File: src/rtl/native_in_port_pack_if.sv
// rtl/native_in_port_pack_if.sv - timing-source side and packed-word side of the video input port
interface native_in_port_pack_if #(
  parameter int DSIZE = 24,
  parameter int PACK  = 2
);
  logic [15:0]           vactive;
  logic [15:0]           hactive;
  logic                  vsync;
  logic                  hsync;
  logic                  de;
  logic [DSIZE-1:0]      idata;
  logic                  falign;
  logic                  lalign;
  logic                  ealign;
  logic                  odata_vld;
  logic [DSIZE*PACK-1:0] odata;
  logic                  line_err;
  logic                  frame_err;

  modport master (
    output vactive, hactive, vsync, hsync, de, idata,
    input  falign, lalign, ealign, odata_vld, odata, line_err, frame_err
  );

  modport slave (
    input  vactive, hactive, vsync, hsync, de, idata,
    output falign, lalign, ealign, odata_vld, odata, line_err, frame_err
  );
endinterface

File: src/rtl/native_in_port_pack.sv
// rtl/native_in_port_pack.sv - DE/VSYNC pixel capture, PACK-pixel word packing and frame markers
module native_in_port_pack #(
  parameter int    DSIZE  = 24,
  parameter int    PACK   = 2,
  parameter string VS_POL = "HIGH",
  parameter string MODE   = "LINE"
) (
  input logic                  clock,
  input logic                  rst,
  native_in_port_pack_if.slave bus
);
  localparam int              WW        = DSIZE * PACK;
  localparam int              SW        = (PACK > 1) ? $clog2(PACK) : 1;
  localparam logic [SW-1:0]   LAST_SLOT = SW'(PACK - 1);
  localparam bit              ONCE      = (MODE == "ONCE");
  localparam bit              VS_LOW    = (VS_POL == "LOW");

  typedef enum logic [1:0] {ST_WAIT, ST_ACTIVE, ST_BLANK} state_t;

  state_t           r_state;
  logic             r_vs1, r_vs1_q, r_de1, r_de1_q;
  logic [DSIZE-1:0] r_d1;
  logic [15:0]      r_vact, r_hact, r_line_cnt, r_pix_cnt;
  logic [WW-1:0]    r_acc, r_hold;
  logic [SW-1:0]    r_slot;
  logic             r_hold_vld, r_seen, r_fa_pend, r_fe_pend;
  logic             r_falign, r_lalign, r_ealign, r_vld, r_line_err, r_frame_err;
  logic [WW-1:0]    r_odata;

  logic             w_edge, w_line_end, w_last_line, w_unused;
  logic [15:0]      w_line_inc, w_pix_inc;
  logic [WW-1:0]    w_acc_fill;

  assign w_unused    = bus.hsync;
  assign w_edge      = r_vs1 & ~r_vs1_q;
  assign w_line_end  = r_de1_q & ~r_de1;
  assign w_line_inc  = (r_line_cnt == 16'hFFFF) ? r_line_cnt : r_line_cnt + 16'd1;
  assign w_pix_inc   = (r_pix_cnt == 16'hFFFF) ? r_pix_cnt : r_pix_cnt + 16'd1;
  assign w_last_line = (w_line_inc == r_vact);

  always_comb begin
    w_acc_fill = r_acc;
    w_acc_fill[r_slot*DSIZE +: DSIZE] = r_d1;
  end

  // vsync history resets to "active" so a frame needs a genuine inactive->active transition
  always_ff @(posedge clock) begin
    if (rst) begin
      r_state     <= ST_WAIT;
      r_vs1       <= 1'b1;
      r_vs1_q     <= 1'b1;
      r_de1       <= 1'b0;
      r_de1_q     <= 1'b0;
      r_d1        <= '0;
      r_vact      <= '0;
      r_hact      <= '0;
      r_line_cnt  <= '0;
      r_pix_cnt   <= '0;
      r_acc       <= '0;
      r_hold      <= '0;
      r_slot      <= '0;
      r_hold_vld  <= 1'b0;
      r_seen      <= 1'b0;
      r_fa_pend   <= 1'b0;
      r_fe_pend   <= 1'b0;
      r_falign    <= 1'b0;
      r_lalign    <= 1'b0;
      r_ealign    <= 1'b0;
      r_vld       <= 1'b0;
      r_line_err  <= 1'b0;
      r_frame_err <= 1'b0;
      r_odata     <= '0;
    end else begin
      r_vs1       <= VS_LOW ? ~bus.vsync : bus.vsync;
      r_vs1_q     <= r_vs1;
      r_de1       <= bus.de;
      r_de1_q     <= r_de1;
      r_d1        <= bus.idata;
      r_fa_pend   <= 1'b0;
      r_fe_pend   <= 1'b0;
      r_falign    <= r_fa_pend;
      r_frame_err <= r_fe_pend;
      r_vld       <= 1'b0;
      r_lalign    <= 1'b0;
      r_ealign    <= 1'b0;
      r_line_err  <= 1'b0;
      if (w_edge) begin
        // extra pend stage keeps falign two clocks after capture, ahead of the first word
        r_fa_pend  <= 1'b1;
        r_fe_pend  <= r_seen && (r_line_cnt != r_vact);
        r_seen     <= 1'b1;
        r_vact     <= (bus.vactive == 16'd0) ? 16'd1 : bus.vactive;
        r_hact     <= bus.hactive;
        r_line_cnt <= '0;
        r_state    <= ST_ACTIVE;
        r_hold     <= '0;
        r_hold_vld <= 1'b0;
        r_acc      <= '0;
        r_slot     <= '0;
        r_pix_cnt  <= '0;
        if (r_de1) begin
          r_pix_cnt <= 16'd1;
          if (PACK == 1) begin
            r_hold     <= WW'(r_d1);
            r_hold_vld <= 1'b1;
          end else begin
            r_acc  <= WW'(r_d1);
            r_slot <= SW'(1);
          end
        end
      end else begin
        case (r_state)
          ST_ACTIVE: begin
            if (r_de1) begin
              r_pix_cnt <= w_pix_inc;
              if (r_hold_vld) begin
                r_vld   <= 1'b1;
                r_odata <= r_hold;
              end
              if (r_slot == LAST_SLOT) begin
                r_hold     <= w_acc_fill;
                r_hold_vld <= 1'b1;
                r_acc      <= '0;
                r_slot     <= '0;
              end else begin
                r_hold_vld <= 1'b0;
                r_acc      <= w_acc_fill;
                r_slot     <= r_slot + SW'(1);
              end
            end else if (w_line_end) begin
              r_vld      <= 1'b1;
              r_odata    <= r_hold_vld ? r_hold : r_acc;
              r_lalign   <= ONCE ? w_last_line : 1'b1;
              r_ealign   <= w_last_line;
              r_line_err <= (r_pix_cnt != r_hact);
              r_line_cnt <= w_line_inc;
              r_hold_vld <= 1'b0;
              r_acc      <= '0;
              r_slot     <= '0;
              r_pix_cnt  <= '0;
              if (w_last_line) r_state <= ST_BLANK;
            end
          end
          ST_BLANK: begin
            if (w_line_end) r_line_cnt <= w_line_inc;
          end
          default: ;
        endcase
      end
    end
  end

  assign bus.falign    = r_falign;
  assign bus.lalign    = r_lalign;
  assign bus.ealign    = r_ealign;
  assign bus.odata_vld = r_vld;
  assign bus.odata     = r_odata;
  assign bus.line_err  = r_line_err;
  assign bus.frame_err = r_frame_err;
endmodule

File: src/flat_wrapper.sv
// flat-port wrapper written by rule: the top's interface ports become plain ports
module native_in_port_pack_flat 
#(
  parameter int    DSIZE  = 24,
  parameter int    PACK   = 2,
  parameter string VS_POL = "    ",
  parameter string MODE   = "    "
)
  (clock, rst, bus_vactive, bus_hactive, bus_vsync, bus_hsync, bus_de, bus_idata, bus_falign, bus_lalign, bus_ealign, bus_odata_vld, bus_odata, bus_line_err, bus_frame_err);
  native_in_port_pack_if #(.DSIZE(DSIZE), .PACK(PACK)) bus_i ();
  input logic clock;
  input logic rst;
  input wire logic [$bits(bus_i.vactive)-1:0] bus_vactive;
  input wire logic [$bits(bus_i.hactive)-1:0] bus_hactive;
  input wire logic [$bits(bus_i.vsync)-1:0] bus_vsync;
  input wire logic [$bits(bus_i.hsync)-1:0] bus_hsync;
  input wire logic [$bits(bus_i.de)-1:0] bus_de;
  input wire logic [$bits(bus_i.idata)-1:0] bus_idata;
  output wire logic [$bits(bus_i.falign)-1:0] bus_falign;
  output wire logic [$bits(bus_i.lalign)-1:0] bus_lalign;
  output wire logic [$bits(bus_i.ealign)-1:0] bus_ealign;
  output wire logic [$bits(bus_i.odata_vld)-1:0] bus_odata_vld;
  output wire logic [$bits(bus_i.odata)-1:0] bus_odata;
  output wire logic [$bits(bus_i.line_err)-1:0] bus_line_err;
  output wire logic [$bits(bus_i.frame_err)-1:0] bus_frame_err;
  assign bus_i.vactive = bus_vactive;
  assign bus_i.hactive = bus_hactive;
  assign bus_i.vsync = bus_vsync;
  assign bus_i.hsync = bus_hsync;
  assign bus_i.de = bus_de;
  assign bus_i.idata = bus_idata;
  assign bus_falign = bus_i.falign;
  assign bus_lalign = bus_i.lalign;
  assign bus_ealign = bus_i.ealign;
  assign bus_odata_vld = bus_i.odata_vld;
  assign bus_odata = bus_i.odata;
  assign bus_line_err = bus_i.line_err;
  assign bus_frame_err = bus_i.frame_err;
  native_in_port_pack #(.DSIZE(DSIZE), .PACK(PACK), .VS_POL(VS_POL), .MODE(MODE)) u_core (.clock(clock), .rst(rst), .bus(bus_i));
endmodule
File: config.mk
export PLATFORM = sky130hd
export DESIGN_NAME = native_in_port_pack_flat
export DESIGN_NICKNAME = d
export VERILOG_FILES = /design/src/rtl/native_in_port_pack_if.sv /design/src/rtl/native_in_port_pack.sv /design/src/flat_wrapper.sv
export SDC_FILE = /design/constraint.sdc
export NUM_CORES = 1
export LEC_CHECK = 0
export CAP_MARGIN = 30
export CORE_UTILIZATION = 45
export CTS_BUF_LIST = sky130_fd_sc_hd__clkbuf_4 sky130_fd_sc_hd__clkbuf_8 sky130_fd_sc_hd__clkbuf_16
export DETAILED_ROUTE_END_ITERATION = 16
export PLACE_DENSITY_LB_ADDON = 0.1
export SLEW_MARGIN = 30
export SYNTH_ARGS = -nofsm -noshare
export SYNTH_HDL_FRONTEND = slang
export SYNTH_SLANG_ARGS = --single-unit
File: constraint.sdc
create_clock -name clock -period 3.3 [get_ports clock]
set_input_delay 0.99 -clock clock [delete_from_list [all_inputs] [get_ports clock]]
set_output_delay 0.99 -clock clock [all_outputs]
set_load 0.01 [all_outputs]
==> run_results.csv <==
group,metric,value,unit
pwr,power_density,541,nW/um^2
routing,postRouteAntennaNets,0,
global_route,overflow,0,
die,std_cell_rows,53,
placement,hpwl,15.9,mm
die,dieArea,22400,sq um
routing,dr.pass1.iters,5,
global_route,grt_first_pass_wirelength,39.9,mm
timing,slew_headroom,54.8,%
routing,viasPerCell,5.33,
die,fp.dieH,150,um
timing,hold_viol_final,0,
critical_path,crit_arrival,3100,ps
routing,drc,0,
timing,max_freq,371,MHz
timing,rsz0062_at_grt,"false",
routing,wl,24.9,mm
outcome,outcome,"finished clean",
synth,async_reset_ff_share,0,%
synth,synthCells,1173,
clock_tree,cts_resized,0,
final_layout,fin_util,57.1,%
die,pin_count,115,
placement,gp_congestion,0.903,
global_route,grt_max_degree,125,
clock_tree,h-tree-depth,1,
critical_path,critPathSlowestCell,"o311ai_1",
critical_path,rr_worst_depth,7,
timing,fin_ws,603,ps
die,initial_utilization,46.3,%
clock_tree,cts_tree,"built",
critical_path,start_kind,"register",
final_layout,drive_gt1_share,6.57,%
synth,postSynthAreaPerCell,8.37,sq um
pwr,cellLeakagePower,3.95,nW
die,fp.coreArea,21200,sq um
final_layout,stdcell_area,12100,sq um
synth,synth_edf_count,0,
placement,dpl_cell_area,11200,sq um
routing,drtIter0Drc,484,
synth,synth_cell_types,50,
synth,synth_nets,1236,
critical_path,crit_path_end_kind,"register",
global_route,antenna_found_initial,1,
clock_tree,cts-root-buf,"clkbuf_16",
global_route,grt_usage,22.4,%
synth,ys_ff_latch,249,
hold_path,whs_path_depth,2,
critical_path,critPathMostFrequentCell,"o22ai_1",
placement,port_buffers,113,
timing,worst_slew_pin_slew,675,ps
final_layout,fill_cells,2013,
timing,slew_violations,0,
die,die_w,150,um
hold_path,min_path_type,"register to register",
synth,synth_area,9820,sq um
final_layout,final_cells,1540,
routing,wire_per_inst,16.2,um
timing,fin_crit,2700,ps
final_layout,nets,1307,
synth,synth_top_flop_cell,"dfxtp_1",
critical_path,worstSetupPathType,"register to register",
clock_tree,post_cts.repair.setup_buffers,0,
clock_tree,cts.clk_slew.worst_paths,60,ps
placement,placed_cells_incl_taps,1491,
placement,pre_cts_ws,582,ps
timing,hold_ws,451,ps
clock_tree,cts_buffers,26,
critical_path,path_cells,"nand4_1 > o311ai_1 > o21a_1 > o22ai_1 > nor4_1 > and4_1 > o22ai_1",
synth,yosysSeqAreaShare,50.7,%
clock_tree,clock_latency,530,ps
critical_path,cp_max_fo,9,
synth,ys_warn_count,0,
critical_path,critPathMaxStageDelay,710,ps
timing,setup_viol,0,
routing,vias,8202,
job,drv_cap,0,
timing,period_share,81.7,%
timing,skew,14.3,ps
pwr,max-vdd-ir-drop,416,uV
critical_path,worstPathRequired,3710,ps
global_route,grt_pass1_vias,7671,
clock_tree,clockBufferDepth,3,
clock_tree,holdBufCountCts,0,
final_layout,area_delta_synth_final,23.3,%
timing,tns,0,ps
clock_tree,cts_sinks,249,
pwr,fin_total_pwr,6.55,mW
## layer usage
layer / global-route usage, % / wire length, um / part of all wire (%) / up-vias
met5: 0 / 0 / 0 / -
met4: 6.72 / 625 / 2.5 / 0
met3: 3.48 / 1230 / 4.9 / 45
met2: 38.4 / 11900 / 48 / 194
met1: 28.7 / 11200 / 45 / 3811
li1: - / - / - / 4152
## state kept, by name, summed over array words and instances (netlist names), 2 cells and up
name               cells
u_core.bus.odata      48
u_core.r_vact         16
u_core.r_acc          48
u_core.r_pix_cnt      16
u_core.r_hold         48
u_core.r_line_cnt     16
u_core.r_hact         16
u_core.r_d1           24
u_core.r_state         2
## critical path, delay by kind of cell, from the launching register on
family          cells  cell delay, ps
flops               1             470
simple gates        3            1050
compound gates      4            1060
## synthesized netlist by cell type, drive strengths merged, types with 2 or more instances
master,n,area share [%]
dfxtp,249,51
nand2,230,8.8
nor2,123,4.7
a21oi,93,4.7
clkbuf,74,2.8
o21ai,57,2.9
a311oi,49,4.4
xnor2,48,4.3
nor2b,32,2.0
and2,28,1.8
a22oi,24,1.8
nand3,21,1.1
buf,17,0.73
nand4,16,1.1
nor4,15,0.96
xor2,15,1.3
nor3,10,0.51
and3,8,0.51
inv,8,0.31
or3,6,0.38
a211oi,5,0.38
nand2b,5,0.32
or2,5,0.32
and4,4,0.36
mux2i,3,0.31
o21a,3,0.23
ha,2,0.25
nor4b,2,0.18
o22ai,2,0.13
or4,2,0.15
## worst paths after layout
check | from | end | slack (ps)
setup / recovery | u_core.r_line_cnt[6] | u_core.r_state[0] | 600
hold / removal | u_core.r_hold[6] | u_core.r_hold[6] | 450
setup reg to reg | u_core.r_line_cnt[6] | u_core.r_state[0] | 600
hold reg to reg | u_core.r_hold[6] | u_core.r_hold[6] | 450
## where the power goes
group / switching (mW) / internal (mW)
registers: 0.0383 / 3.06
clock network: 1.18 / 1.95
logic: 0.179 / 0.154
total: 1.40 / 5.16
## area by class of cell
type	count	area, sq um	area share (%)
Sequential cell	249	4990	41.2
Multi-Input combinational cell	825	4480	37.0
Timing Repair Buffer	134	1320	10.9
Clock buffer	40	823	6.80
Tap cell	275	344	2.84
Clock inverter	8	118	0.971
Inverter	8	30.0	0.248
Antenna cell	1	2.50	0.0207
## cell families after synthesis
| group | count (synthesis) | synth area share [%] |
|---|---|---|
| multiplexers | 3 | 0.306 |
| buffers and inverters | 99 | 3.86 |
| AO/OA/AOI/OAI | 244 | 15.5 |
| flip-flops | 249 | 50.7 |
| XOR/XNOR | 63 | 5.62 |
| adder cells (fa/ha/maj) | 2 | 0.255 |
| AND/OR/NAND/NOR | 513 | 23.7 |
## cells in the final DEF, fill, tap and decap left out, types with 2 or more instances in the layout
cell type        instances
clkbuf_4                 5
nor4b_1                  2
and2_1                  28
a211oi_1                 5
o21a_1                   3
o21ai_0                 57
clkbuf_8                 8
nand3_1                 21
o22ai_1                  2
ha_1                     2
clkinv_2                 4
or4_1                    2
buf_4                   19
a21oi_1                 92
and3_1                   8
or3_1                    6
a311oi_1                49
xnor2_1                 48
and4_1                   4
a22oi_1                 24
nand4_1                 15
xor2_1                  15
or2_2                    4
nand2b_1                 4
nor2_1                 122
nand2_1                230
nor2b_1                 31
mux2i_1                  3
inv_1                    8
clkbuf_16               27
dfxtp_1                248
nor3_1                   9
clkdlybuf4s50_1        112
nor4_1                  15
buf_12                   3
bufinv_16                3
(Power assumes the default switching activity.)
